### config.mk
export PLATFORM = sky130hd
export DESIGN_NAME = if_stage
export DESIGN_NICKNAME = d
export VERILOG_FILES = /design/src/rtl/riscv_pkg.sv /design/src/rtl/pc_reg.sv /design/src/rtl/if_stage.sv
export SDC_FILE = /design/constraint.sdc
export NUM_CORES = 1
export LEC_CHECK = 0
export ABC_AREA = 1
export BUFFER_PORTS_ARGS = -buffer_cell sky130_fd_sc_hd__buf_2
export CAP_MARGIN = 20
export CORE_MARGIN = 4
export CORE_UTILIZATION = 47
export DETAILED_ROUTE_END_ITERATION = 10
export GPL_TIMING_DRIVEN = 1
export MAX_ROUTING_LAYER = met4
export PLACE_DENSITY = 0.77
export SLEW_MARGIN = 30
export SYNTH_ARGS = -nofsm -noshare
export SYNTH_HDL_FRONTEND = slang
export SYNTH_SLANG_ARGS = --single-unit
### constraint.sdc
create_clock -name clk -period 3.5 [get_ports clk]
set_clock_uncertainty 0.05 [all_clocks]
set_input_delay 0.175 -clock clk [delete_from_list [all_inputs] [get_ports clk]]
set_output_delay 0.175 -clock clk [all_outputs]
set_load 0.01 [all_outputs]
### src/rtl/riscv_pkg.sv
// Shared RISC-V front-end definitions: fetch constants, IF state encoding,
// the IF/ID pipeline record and the fetch alignment helper.
package riscv_pkg;

    localparam int unsigned PC_WIDTH   = 32;
    localparam int unsigned INST_WIDTH = 32;

    localparam logic [PC_WIDTH-1:0]   RESET_VECTOR = 32'h0000_0000;
    localparam logic [INST_WIDTH-1:0] NOP_INST     = 32'h0000_0013; // addi x0,x0,0

    typedef enum logic [0:0] {
        RUN  = 1'b0,
        TRAP = 1'b1
    } if_state_t;

    // IF/ID pipeline record as seen by the decoder.
    typedef struct packed {
        logic                  valid;
        logic [PC_WIDTH-1:0]   pc;
        logic [PC_WIDTH-1:0]   pc4;
        logic [INST_WIDTH-1:0] inst;
    } ifid_t;

    // A fetch address is legal only on a 4-byte boundary.
    function automatic logic is_word_aligned(input logic [1:0] low_bits);
        return (low_bits == 2'b00);
    endfunction

endpackage

### src/rtl/pc_reg.sv
// Program counter register with its next-PC mux (redirect / pc+4 / hold)
// and the alignment check on the redirect target.
module pc_reg
    import riscv_pkg::*;
#(
    parameter int unsigned        PC_WIDTH     = riscv_pkg::PC_WIDTH,
    parameter logic [PC_WIDTH-1:0] RESET_VECTOR = riscv_pkg::RESET_VECTOR
) (
    input  logic                clk,
    input  logic                rst,
    input  logic                advance_i,
    input  logic                load_i,
    input  logic [PC_WIDTH-1:0] target_i,
    output logic [PC_WIDTH-1:0] pc_o,
    output logic [PC_WIDTH-1:0] pc_plus4_o,
    output logic                target_misaligned_o
);

    localparam logic [PC_WIDTH-1:0] PC_STEP = PC_WIDTH'(3'd4);

    logic [PC_WIDTH-1:0] pc_q;
    logic [PC_WIDTH-1:0] pc_d;

    // Sequential increment wraps naturally at the top of the address space.
    assign pc_plus4_o          = pc_q + PC_STEP;
    assign target_misaligned_o = ~is_word_aligned(target_i[1:0]);
    assign pc_o                = pc_q;

    // Next-PC select: a load (only ever an aligned target) beats advance, else hold.
    always_comb begin
        pc_d = pc_q;
        if (load_i) begin
            pc_d = target_i;
        end else if (advance_i) begin
            pc_d = pc_plus4_o;
        end else begin
            pc_d = pc_q;
        end
    end

    // PC register with synchronous reset to the reset vector.
    always_ff @(posedge clk) begin
        if (rst) begin
            pc_q <= RESET_VECTOR;
        end else begin
            pc_q <= pc_d;
        end
    end

endmodule

### src/rtl/if_stage.sv
// Instruction-fetch stage: drives the PC into the asynchronous instruction
// memory, captures word+PC into IF/ID, handles stall, redirect/flush and
// traps misaligned redirect targets so memory only ever sees aligned PCs.
module if_stage
    import riscv_pkg::*;
#(
    parameter int unsigned          PC_WIDTH     = riscv_pkg::PC_WIDTH,
    parameter int unsigned          INST_WIDTH   = riscv_pkg::INST_WIDTH,
    parameter logic [PC_WIDTH-1:0]   RESET_VECTOR = riscv_pkg::RESET_VECTOR,
    parameter logic [INST_WIDTH-1:0] NOP_INST     = riscv_pkg::NOP_INST
) (
    input  logic                  clk,
    input  logic                  rst,
    output logic [PC_WIDTH-1:0]   pc_o,
    input  logic [INST_WIDTH-1:0] inst_i,
    input  logic                  stall_i,
    input  logic                  redirect_i,
    input  logic [PC_WIDTH-1:0]   redirect_pc_i,
    output logic                  ifid_valid_o,
    output logic [PC_WIDTH-1:0]   ifid_pc_o,
    output logic [PC_WIDTH-1:0]   ifid_pc4_o,
    output logic [INST_WIDTH-1:0] ifid_inst_o,
    output logic                  trap_o,
    output logic [PC_WIDTH-1:0]   trap_pc_o,
    output logic [31:0]           fetch_cnt_o
);

    if_state_t             state_q;
    logic                  ifid_valid_q;
    logic [PC_WIDTH-1:0]   ifid_pc_q;
    logic [PC_WIDTH-1:0]   ifid_pc4_q;
    logic [INST_WIDTH-1:0] ifid_inst_q;
    logic                  trap_q;
    logic [PC_WIDTH-1:0]   trap_pc_q;
    logic [31:0]           fetch_cnt_q;

    logic [PC_WIDTH-1:0]   pc_s;
    logic [PC_WIDTH-1:0]   pc_plus4_s;
    logic                  misaligned_s;
    logic                  load_s;
    logic                  advance_s;

    pc_reg #(
        .PC_WIDTH     (PC_WIDTH),
        .RESET_VECTOR (RESET_VECTOR)
    ) u_pc_reg (
        .clk                 (clk),
        .rst                 (rst),
        .advance_i           (advance_s),
        .load_i              (load_s),
        .target_i            (redirect_pc_i),
        .pc_o                (pc_s),
        .pc_plus4_o          (pc_plus4_s),
        .target_misaligned_o (misaligned_s)
    );

    // PC control: aligned redirects load in either state; only RUN advances, and only when free.
    always_comb begin
        load_s    = redirect_i & ~misaligned_s;
        advance_s = 1'b0;
        case (state_q)
            RUN:     advance_s = ~redirect_i & ~stall_i;
            TRAP:    advance_s = 1'b0;
            default: advance_s = 1'b0;
        endcase
    end

    // Fetch FSM with IF/ID register, trap registers and delivered-instruction counter.
    always_ff @(posedge clk) begin
        if (rst) begin
            state_q      <= RUN;
            ifid_valid_q <= 1'b0;
            ifid_pc_q    <= {PC_WIDTH{1'b0}};
            ifid_pc4_q   <= {PC_WIDTH{1'b0}};
            ifid_inst_q  <= NOP_INST;
            trap_q       <= 1'b0;
            trap_pc_q    <= {PC_WIDTH{1'b0}};
            fetch_cnt_q  <= 32'd0;
        end else begin
            case (state_q)
                RUN: begin
                    if (redirect_i) begin
                        // Flush the wrong-path word; pc fields keep their last value.
                        ifid_valid_q <= 1'b0;
                        ifid_inst_q  <= NOP_INST;
                        if (misaligned_s) begin
                            state_q   <= TRAP;
                            trap_q    <= 1'b1;
                            trap_pc_q <= redirect_pc_i;
                        end
                    end else if (!stall_i) begin
                        ifid_valid_q <= 1'b1;
                        ifid_pc_q    <= pc_s;
                        ifid_pc4_q   <= pc_plus4_s;
                        ifid_inst_q  <= inst_i;
                        fetch_cnt_q  <= fetch_cnt_q + 32'd1;
                    end
                end
                TRAP: begin
                    if (redirect_i) begin
                        if (misaligned_s) begin
                            trap_pc_q <= redirect_pc_i;
                        end else begin
                            state_q <= RUN;
                            trap_q  <= 1'b0;
                        end
                    end
                end
                default: begin
                    state_q      <= RUN;
                    ifid_valid_q <= 1'b0;
                    ifid_inst_q  <= NOP_INST;
                end
            endcase
        end
    end

    assign pc_o         = pc_s;
    assign ifid_valid_o = ifid_valid_q;
    assign ifid_pc_o    = ifid_pc_q;
    assign ifid_pc4_o   = ifid_pc4_q;
    assign ifid_inst_o  = ifid_inst_q;
    assign trap_o       = trap_q;
    assign trap_pc_o    = trap_pc_q;
    assign fetch_cnt_o  = fetch_cnt_q;

endmodule

==> flow_metrics.env <==
export IMPL_totalWireLength_mm=27.6
export IMPL_cts_buffers=17
export IMPL_outcome="finished, final reports clean"
export IMPL_count_of_endpoints_failing_hold_in_the_final_timing_report=0
export IMPL_dp_hpwl_mm=18.5
export IMPL_cts_num_sinks=193
export IMPL_placeableCoreArea_sq_mm=0.0168
export IMPL_nNetsFinal=1497
export IMPL_setup_repair_after_global_routing_missed_its_margin="false"
export IMPL_layout_setup_ws_ns=1.09
export IMPL_ant_nets=0
export IMPL_crit_fanout=68
export IMPL_final_setup_tns_ns=0
export IMPL_postSynthNetCount=1209
export IMPL_area_of_the_die_sq_mm=0.0194
export IMPL_synth_top_cells_by_area="sky130_fd_sc_hd__dfxtp_1 (48%), sky130_fd_sc_hd__nand2_1 (14%), sky130_fd_sc_hd__a21oi_1 (8.9%)"
export IMPL_grt_total_usage_pct=28.1
export IMPL_die_extent_in_x_um=139
export IMPL_seq_power_share_pct=46.4
export IMPL_yosys_most_used_dff="sky130_fd_sc_hd__dfxtp_1"
export IMPL_portBuffers=261
export IMPL_grt_overflow=0
export IMPL_cts_resized=0
export IMPL_postSynthAreaPerCell_sq_um=7.12
export IMPL_vias_per_cell=5.21
export IMPL_area_growth_syn_to_layout_pct=32.3
export IMPL_yosysUniqueCellTypes=34
export IMPL_power_switching_uw=1340
export IMPL_power_frac_clock_pct=42.5
export IMPL_internal_power_uw=3760
export IMPL_critPathArrivalTime_ns=2.74
export IMPL_firstDrtPassIters=6
export IMPL_io_pin_count=262
export IMPL_tritoncts="done"
export IMPL_grt_first_pass_wirelength_mm=43.1
export IMPL_drtIter0Drc=789
export IMPL_clk_latency_ns=0.44
export IMPL_critPathCaptureType="flip-flop"
export IMPL_placement_rows=47
export IMPL_place_worst_setup_slack_ns=1.08
export IMPL_critical_path_required_ns=3.83
export IMPL_pwr_cell_area_mw_per_mm2=475
export IMPL_synthArstFlopShare_pct=0
export IMPL_vias=8651
export IMPL_weighted_congestion_at_the_end_of_routability_driven_global_placement=0.951
export IMPL_switching_share_pct=26.3
export IMPL_final_period_utilization_pct=68.9
export IMPL_criticalPathCategory="reg2reg"
export IMPL_final_max_tran_viols=0
export IMPL_synthesis_yosys_warnings=0
export IMPL_synth_edf_count=0
export IMPL_synth_top_cell_area_share_pct=47.6
export IMPL_timing_max_slew_rel_slack_pct=39.8
export IMPL_cts_root_buffer="sky130_fd_sc_hd__clkbuf_16"
export IMPL_antenna_found_initial=0
export IMPL_seq_area_frac_synth_pct=47.6
export IMPL_cellLeakagePower_uw=0.00480
export IMPL_clkTransAtPathRegs_ns=0.07
export IMPL_htree_num_levels=4
export IMPL_crit_path_start_kind="flip-flop"
export IMPL_ir_worst_vdd_uv=400
export IMPL_start_util_pct=48.4
export IMPL_proportion_of_layout_cells_with_a_drive_suffix_above_1_pct=22.4
export IMPL_post_synth_top_count_cell="sky130_fd_sc_hd__nand2_1"
export IMPL_wire_per_inst_um=16.6
export IMPL_number_of_global_route_vias_before_repair=8003
export IMPL_yosys_area_top_type="sky130_fd_sc_hd__dfxtp_1"
export IMPL_power_share_combinational_pct=11.1
export IMPL_syn_area_sq_mm=0.00812
export IMPL_synth_cells=1139
export IMPL_worst_pin_slew_ns=0.901
export IMPL_synth_ff_latch_count=193
export IMPL_die_height_um=139
export IMPL_post_cts_buffers=0
export IMPL_grt_start_max_net_pins=95
export IMPL_cts_max_path_buffers=2
export IMPL_cap_violations=0
export IMPL_worst_hold_path_type="in2reg"
export IMPL_drc_errors=0
export IMPL_hold_buffers=59
export IMPL_fin_crit_ns=2.41
export IMPL_maxClockFrequency_mhz=415
export IMPL_setup_viol=0
export IMPL_top_cell_types_by_occurrence_after_synthesis="sky130_fd_sc_hd__nand2_1 (294), sky130_fd_sc_hd__dfxtp_1 (193), sky130_fd_sc_hd__a21oi_1 (145)"
export IMPL_worst_hold_slack_ns=0.0281
==> power groups by stage <==
| stage | clock network, uW | logic [uW] | registers, uW |
|---|---|---|---|
| finish | 2170 | 567 | 2360 |
| global route | 2270 | 620 | 2380 |
| CTS | 2190 | 555 | 2360 |
| detailed placement | 0 | 501 | 2410 |
| global placement | 0 | 494 | 2410 |
| floorplan | 0 | 243 | 2450 |
==> routing by layer <==
layer / vias up / routed length, um / part of all wire, % / GRT usage (%)
met3: 55 / 2130 / 7.7 / 5.76
met4: 0 / 688 / 2.5 / 9.11
met1: 3988 / 12000 / 43 / 37.1
met5: - / 0 / 0 / -
met2: 351 / 12800 / 46 / 43.4
li1: 4257 / - / - / -
==> final timing paths <==
kind                                   from                       endpoint  slack, ns  cells after the start
setup / recovery                  flip-flop  u_pc_reg.pc_o[4]$_SDFFE_PP0P_       1.09                      8
hold / removal            redirect_pc_i[26]     trap_pc_o[26]$_SDFFE_PP0P_       0.03                      3
setup reg to reg                  flip-flop  u_pc_reg.pc_o[4]$_SDFFE_PP0P_       1.09                      8
hold reg to reg   ifid_pc_o[2]$_SDFFE_PP0P_      ifid_pc_o[2]$_SDFFE_PP0P_       0.41                      2
==> per-stage QoR <==
stage | util, % | instance area, sq um | std cells | total power [uW]
after floorplan | - | 8120 | 1139 | 2690
after global placement | 56.6 | 9490 | 1569 | 2900
after detailed placement | 56.6 | 9490 | 1569 | 2910
after CTS | 64.0 | 10700 | 1660 | 5100
after global routing | 64.1 | 10700 | 1660 | 5260
final | 64.1 | 10700 | 1661 | 5100
==> layout by cell type, fill, tap and decap left out, types with 9 or more instances in the layout <==
cell type	Yosys	final
sky130_fd_sc_hd__inv_1	99	98
sky130_fd_sc_hd__a31oi_1	9	9
sky130_fd_sc_hd__buf_2	15	260
sky130_fd_sc_hd__nand2_1	294	294
sky130_fd_sc_hd__dlygate4sd3_1	0	59
sky130_fd_sc_hd__clkbuf_16	0	17
sky130_fd_sc_hd__a21oi_1	145	145
sky130_fd_sc_hd__o22ai_1	23	23
sky130_fd_sc_hd__dfxtp_1	193	193
sky130_fd_sc_hd__nor2_1	124	124
sky130_fd_sc_hd__xor2_1	10	10
sky130_fd_sc_hd__o21ai_0	79	79
sky130_fd_sc_hd__nand3_1	46	46
==> state kept, by name, summed over array words and instances, names as in the netlist, named ones only <==
signal / cells
ifid_inst_o: 32
trap_pc_o: 32
fetch_cnt_o: 32
u_pc_reg.pc_o: 32
ifid_pc_o: 32
ifid_valid_o: 1
trap_o: 1
ifid_pc4_o: 30
==> worst max-delay path, cell delays in order (launching register included) <==
cell and delay (ns):
sky130_fd_sc_hd__dfxtp_1 0.32, sky130_fd_sc_hd__inv_1 0.10, sky130_fd_sc_hd__nand2_2 0.38, sky130_fd_sc_hd__nor2_4 0.40
sky130_fd_sc_hd__buf_4 0.63, sky130_fd_sc_hd__nand3_1 0.19, sky130_fd_sc_hd__o211ai_1 0.14, sky130_fd_sc_hd__nand2_1 0.06
sky130_fd_sc_hd__inv_1 0.06
==> kinds of logic after synthesis <==
family | share of synthesized area (%)
AND/OR/NAND/NOR | 24.9
XOR/XNOR | 1.83
flip-flops | 47.6
adder cells (fa/ha/maj) | 0.308
buffers and inverters | 8.09
AO/OA/AOI/OAI | 17.2
==> final cells by class <==
type	count	area [sq um]
diodes	1	2.50
clock buffers	19	443
clock inverters	13	206
fillers	1482	6020
inverters	103	387
multi-input cells	784	3600
flip-flops and latches	193	3860
well taps	220	275
repair buffers	328	1960
No activity file was read; power rests on OpenSTA's default activity.
